$ cat src/rtl/decim_avg.sv
// Block-average decimator: sums 2**LOG2_N valid samples, emits the floor mean
// into a small in-order output FIFO with a valid/ready handshake.
module decim_avg #(
  parameter int DATA_W     = 32,
  parameter int LOG2_N     = 2,
  parameter int FIFO_DEPTH = 2
) (
  input  logic              clk,
  input  logic              reset,
  input  logic [DATA_W-1:0] x,
  input  logic              in_valid,
  output logic [DATA_W-1:0] y,
  output logic              y_valid,
  input  logic              y_ready,
  output logic              overflow
);

  localparam int AW = DATA_W + LOG2_N;
  localparam int PW = (FIFO_DEPTH > 1) ? $clog2(FIFO_DEPTH) : 1;
  localparam int CW = $clog2(FIFO_DEPTH + 1);
  localparam logic [LOG2_N-1:0] LAST = '1;

  logic [AW-1:0]     acc_q, acc_d, sum;
  logic [LOG2_N-1:0] cnt_q, cnt_d;
  logic [DATA_W-1:0] mem_q [FIFO_DEPTH];
  logic [PW-1:0]     wr_q, wr_d, rd_q, rd_d;
  logic [CW-1:0]     count_q, count_d;
  logic [DATA_W-1:0] y_q, y_d, result, head_d;
  logic              ovf_q, ovf_d;
  logic              blk_end, full, pop, push_ok, drop;

  function automatic logic [DATA_W-1:0] floor_mean(input logic [AW-1:0] s);
    return DATA_W'(s >> LOG2_N);
  endfunction

  function automatic logic [PW-1:0] ptr_inc(input logic [PW-1:0] p);
    return (p == PW'(FIFO_DEPTH - 1)) ? '0 : p + 1'b1;
  endfunction

  // Accumulate stage: the first sample of a block overwrites the stale sum
  always_comb begin
    sum     = ((cnt_q == '0) ? '0 : acc_q) + AW'(x);
    blk_end = in_valid && (cnt_q == LAST);
    result  = floor_mean(sum);
    acc_d   = acc_q;
    cnt_d   = cnt_q;
    if (in_valid) begin
      acc_d = sum;
      cnt_d = cnt_q + 1'b1;
    end
  end

  // FIFO stage: a pop on a full FIFO frees the slot for a same-edge push
  always_comb begin
    full    = (count_q == CW'(FIFO_DEPTH));
    pop     = (count_q != '0) && y_ready;
    push_ok = blk_end && (!full || pop);
    drop    = blk_end && full && !pop;
    wr_d    = push_ok ? ptr_inc(wr_q) : wr_q;
    rd_d    = pop ? ptr_inc(rd_q) : rd_q;
    count_d = count_q;
    if (push_ok && !pop)      count_d = count_q + CW'(1);
    else if (!push_ok && pop) count_d = count_q - CW'(1);
    head_d  = (push_ok && (rd_d == wr_q)) ? result : mem_q[rd_d];
    y_d     = (count_d != '0) ? head_d : y_q;
    ovf_d   = ovf_q | drop;
  end

  always_ff @(posedge clk or posedge reset) begin
    if (reset) begin
      acc_q   <= '0;
      cnt_q   <= '0;
      wr_q    <= '0;
      rd_q    <= '0;
      count_q <= '0;
      y_q     <= '0;
      ovf_q   <= 1'b0;
    end else begin
      acc_q   <= acc_d;
      cnt_q   <= cnt_d;
      wr_q    <= wr_d;
      rd_q    <= rd_d;
      count_q <= count_d;
      y_q     <= y_d;
      ovf_q   <= ovf_d;
    end
  end

  always_ff @(posedge clk) begin
    if (push_ok) mem_q[wr_q] <= result;
  end

  assign y        = y_q;
  assign y_valid  = (count_q != '0);
  assign overflow = ovf_q;

endmodule

$ cat config.mk
export PLATFORM = sky130hd
export DESIGN_NAME = decim_avg
export DESIGN_NICKNAME = d
export VERILOG_FILES = /design/src/rtl/decim_avg.sv
export SDC_FILE = /design/constraint.sdc
export NUM_CORES = 1
export LEC_CHECK = 0
export ABC_CLOCK_PERIOD_IN_PS = 5200
export CORE_ASPECT_RATIO = 1.4
export CORE_MARGIN = 2
export CORE_UTILIZATION = 40
export DETAILED_ROUTE_END_ITERATION = 6
export SYNTH_ARGS = -nofsm -noshare
export SYNTH_HDL_FRONTEND = slang
export SYNTH_SLANG_ARGS = --single-unit
export TNS_END_PERCENT = 5
$ cat constraint.sdc
create_clock -name clk -period 5.2 [get_ports clk]
set_clock_uncertainty 0.15 [all_clocks]
set_input_delay 0.78 -clock clk [delete_from_list [all_inputs] [get_ports clk]]
set_output_delay 0.78 -clock clk [all_outputs]
set_load 0.005 [all_outputs]
# == Word level (Yosys, flattened, before mapping) ==
# Memories as Yosys holds them, arrays and structs flattened. A register that Yosys moved wholly into a read port is not among the register bits.
# Cells that the tools add are included.
# totals
mem_count,1
elab_cells,38
out_inout_bits,34
ff_bits,41
ramBits,64
# mem_list
memory,depth,word_bits,rd,rd_clocked_by_memory_dff,write_ports,line_no,rtl
mem_q,2,32,1,1,1,25,logic [DATA_W-1:0] mem_q [FIFO_DEPTH];
# op_classes
n_addsub,6
reduce_logical,14
mux,8
n_eq_ne,2
n_bitwise,1
# op_table
cell,count
adder 34 x 32 -> 34 bit,1
two-way mux 34 bit,1
logical AND 1 bit,7
two-way mux 1 bit,5
"adder 2 x 1 -> 2 bit, second input constant",2
"equality test 2 bit, second input constant",2
two-way mux 2 bit,2
nonzero test 2 bit,2
zero test 1 bit,3
"adder 1 bit, second input constant",2
zero test 2 bit,1
"subtractor 2 x 1 -> 2 bit, second input constant",1
logical OR 1 bit,1
OR 1 bit,1

# == Logic depth before layout (Yosys ltp) ==
# depth
word_depth,9
depth_mapped,16
mapped_depth_nobuf,14

# == Worst setup path after synthesis ==
# Ideal clock, no wire load.
# synth_path
path_kind,reg-to-reg
start,register cnt_q[0]
end,register y_q[26] (netlist: y[26]) (read register of mem_q)
slack_ns,1.519
t_arrival_ns,3.405
required_time_ns,4.924
path_stages_with_launch,17
path_buffers,2
cell_sequence,dfrtp_1 inv_1 ha_1 clkbuf_1 clkbuf_1 nor2b_1 ha_1 inv_1 fa_1 and2b_1 o31a_2 a21oi_2 o311a_1 o21ai_4 nor4bb_1 a311o_1 a221o_1
# synth_between
elab_chain_len,8
elab_cells_between_ends,9
classes_between,eq/ne (1); mux (2); reduce/logical (6)
# synth_rtl
item,line_no,rtl
start: declaration,24,"logic [LOG2_N-1:0] cnt_q, cnt_d;"
start signal: assignment,80,cnt_q <= cnt_d;
equality test 2 bit (*),43,blk_end = in_valid && (cnt_q == LAST);
logical AND 1 bit (*),43,
logical AND 1 bit (*),57,push_ok = blk_end && (!full || pop);
zero test 1 bit,63,else if (!push_ok && pop) count_d = count_q - CW'(1);
logical AND 1 bit,63,
two-way mux 2 bit,63,
two-way mux 2 bit (*),62,if (push_ok && !pop) count_d = count_q + CW'(1);
nonzero test 2 bit (*),65,y_d = (count_d != '0) ? head_d : y_q;
end: declaration,28,"logic [DATA_W-1:0] y_q, y_d, result, head_d;"
# Mark *: on every way between the ends. The rest lies on a longest branch, timed or not.
# A chain may end at the register's enable or synchronous reset.

# == Worst setup path after layout ==
# Same ends and word-level chain as after synthesis.

==> impl_metrics.env <==
export IMPL_crit_path_frequent_cell="ha_1"
export IMPL_crit_path_end_kind="register"
export IMPL_power_total_mw=7.00
export IMPL_tns_ps=0
export IMPL_fin_crit_ps=4030
export IMPL_ys_seq_area_frac=0.494
export IMPL_synth_compound_area_frac=0.159
export IMPL_wl_per_cell_um=18.3
export IMPL_synthAdderAreaFrac=0.0620
export IMPL_met2_usage=0.347
export IMPL_synth_xor_area_frac=0.0379
export IMPL_dp_slack_ps=1070
export IMPL_worst_path_stages=13
export IMPL_drtPass1Iterations=5
export IMPL_vias=5545
export IMPL_top_usage_layer="met2"
export IMPL_via_per_inst=5.50
export IMPL_finalNonFillerCells=1009
export IMPL_drt_total_wl_mm=18.5
export IMPL_fin_crit_sh=0.775
export IMPL_grt_max_degree=42
export IMPL_synth_flop_cell="dfrtp_1"
export IMPL_crit_arrival_ps=4170
export IMPL_async_flop_share=0.533
export IMPL_critPathBufInv=2
export IMPL_outcome="complete, no violations"
export IMPL_syn2layout_area_growth_pct=19.5
export IMPL_fp_dieArea_mm2=0.0201
export IMPL_grt_overflow=0
export IMPL_grt_pass1_wl_mm=30.6
export IMPL_grt_usage=0.194
export IMPL_place_congestion=0.898
export IMPL_hp_class="register to register"
export IMPL_syn_avg_cell_area_um2=11.0
export IMPL_final_common_cell="dfrtp_1"
export IMPL_cpPeakStageDelay_ps=600
export IMPL_rsz0062_at_grt="no"
export IMPL_fp_dieH_um=167
export IMPL_start_kind="register"
export IMPL_diodes=0
export IMPL_fin_ws_ps=1170
export IMPL_die_w_um=120
export IMPL_min_path_cells=1
export IMPL_drcViolationCount=0
export IMPL_post_cts_setup_buffers=0
export IMPL_cts_buffer_depth=2
export IMPL_muxShareOfSynthArea=0.0994
export IMPL_place_inst=978
export IMPL_synth_edf_count=64
export IMPL_cts_repair_resized=0
export IMPL_ios=70
export IMPL_whs_ps=328
export IMPL_clock_sinks=137
export IMPL_dpl_hpwl_mm=12.8
export IMPL_powerDensity_mw_per_mm2=772
export IMPL_maxSlewHeadroom=0.459
export IMPL_root_buffer="clkbuf_16"
export IMPL_vdd_drop_max_uv=297
export IMPL_cap_violations=0
export IMPL_multi_input_area_mm2=0.00368
export IMPL_ant_nets=0
export IMPL_synth_top_family_by_area="compound AO/OA/AOI/OAI gates"
export IMPL_cp_max_fo=22
export IMPL_regArea_mm2=0.00375
export IMPL_ys_ff_latch=137
export IMPL_num_rows=59
export IMPL_synth_simple_gate_area_share=0.122
export IMPL_nFillCells=1731
export IMPL_slowest_stage="ha_1"
export IMPL_yosysWarnings=0
export IMPL_clkTransAtPathRegs_ps=50
export IMPL_fmax_mhz=248
export IMPL_cts_tree="done"
export IMPL_crit_path_cell_trace="inv_1 -> ha_1 -> buf_12 -> nor2b_1 -> ha_1 -> and2_1 -> and3_1 -> nand3_1 -> a211o_1 -> o21ai_4 -> nor4bb_1 -> a311o_1 -> a221o_1"
export IMPL_stdcell_area_mm2=0.00907
export IMPL_core_area_mm2=0.0186
export IMPL_reg2reg_depth=13
export IMPL_syn_inst=688
export IMPL_syn_nets=761
export IMPL_grt_pass1_vias=5895
export IMPL_drtIter0Drc=282
export IMPL_path_class="register to register"
export IMPL_final_core_util=0.488
export IMPL_ctsHoldBuffers=0
export IMPL_gr_usage_met1=0.235
export IMPL_htreeDepth=4
export IMPL_finalHoldViolCount=0
export IMPL_tightest_slew_ps=812
export IMPL_cp_required_ps=5350
export IMPL_antenna_found_initial=0
export IMPL_nets=826
export IMPL_cts_buffers=17
export IMPL_path_delay_family="compound AO/OA/AOI/OAI gates"
export IMPL_synthDistinctLibCells=66
export IMPL_start_util=0.408
export IMPL_clock_latency_ps=420
export IMPL_drive_gt1_frac=0.115
export IMPL_synth_area_mm2=0.00759
export IMPL_layout_common_cells="dfrtp_1 (73), clkdlybuf4s50_1 (68), edfxtp_1 (64)"
export IMPL_slew_viol_final=0
export IMPL_setup_viol=0
export IMPL_globalRouteMet3Util=0.0353
export IMPL_io_buffers=69
export IMPL_place_area_mm2=0.00857
export IMPL_p_leak_nw=3.65
## synth_stat cells, drive strengths merged, types with 4 or more instances
| library cell | number | area [um2] |
|---|---|---|
| nand3 | 8 | 40.0 |
| buf | 12 | 58.8 |
| nand2b | 7 | 43.8 |
| a221o | 10 | 100 |
| a21o | 12 | 90.1 |
| edfxtp | 64 | 1920 |
| a21oi | 55 | 287 |
| clkbuf | 21 | 78.8 |
| dfrtp | 73 | 1830 |
| o31ai | 6 | 63.8 |
| ha | 36 | 450 |
| nand2 | 55 | 206 |
| nor3 | 12 | 60.1 |
| mux2 | 32 | 364 |
| a211oi | 4 | 35.0 |
| nor2b | 38 | 238 |
| o21a | 10 | 75.1 |
| a221oi | 4 | 53.8 |
| nor2 | 41 | 159 |
| o21ai | 40 | 215 |
| nand4 | 7 | 43.8 |
| xor2 | 11 | 96.3 |
| mux2i | 39 | 390 |
| a211o | 5 | 43.8 |
| and2 | 5 | 31.3 |
| inv | 17 | 63.8 |
| and3 | 4 | 25.0 |
| xnor2 | 21 | 191 |
| nor4 | 5 | 31.3 |
## worst register-to-register path, stage by stage, from the launching register on
cell	delay, ps
dfrtp_1	410
inv_1	70
ha_1	600
buf_12	270
nor2b_1	80
ha_1	430
and2_1	210
and3_1	200
nand3_1	150
a211o_1	290
o21ai_4	260
nor4bb_1	110
a311o_1	330
a221o_1	340
## sequential cells by signal, indices dropped and copies added, names as in the netlist
signal / cells
acc_q: 34
cnt_q: 2
count_q: 2
mem_q: 64
overflow: 1
rd_q: 1
wr_q: 1
y: 32
## cell families after synthesis
logic type / count (synthesis)
adder cells (fa/ha/maj): 37
XOR/XNOR: 32
AND/OR/NAND/NOR: 188
multiplexers: 71
AO/OA/AOI/OAI: 173
flip-flops: 137
buffers and inverters: 50
## worst paths after layout
check | end | from | slack [ps]
max | y[26]$_DFFE_PP0P_ | cnt_q[0]$_DFFE_PP0P_ | 1170
min | overflow$_DFF_PP0_ | overflow$_DFF_PP0_ | 330
max reg2reg | y[26]$_DFFE_PP0P_ | cnt_q[0]$_DFFE_PP0P_ | 1170
min reg2reg | overflow$_DFF_PP0_ | overflow$_DFF_PP0_ | 330
max in group asynchronous | acc_q[21]$_DFFE_PP0P_ | reset | 3270
min in group asynchronous | y[5]$_DFFE_PP0P_ | reset | 650
## per-layer routing
metal / up-vias / routed length [um] / share of wire
li1: 2657 / - / -
met1: 2750 / 7790 / 0.42
met2: 117 / 9730 / 0.53
met3: 21 / 646 / 0.035
met4: 0 / 291 / 0.016
met5: - / 0 / 0
## power by group
| group | internal, mW | switching [mW] |
|---|---|---|
| clock network | 0.627 | 0.433 |
| registers | 1.78 | 0.189 |
| logic | 1.71 | 2.26 |
| total | 4.12 | 2.88 |
## final cells by class
class | count | share of cell area
Clock inverter | 5 | 0.00290
Timing Repair Buffer | 79 | 0.0852
Sequential cell | 137 | 0.413
Inverter | 17 | 0.00717
Tap cell | 244 | 0.0336
Clock buffer | 26 | 0.0528
Multi-Input combinational cell | 501 | 0.405
No activity file was read; power rests on OpenSTA's default activity.
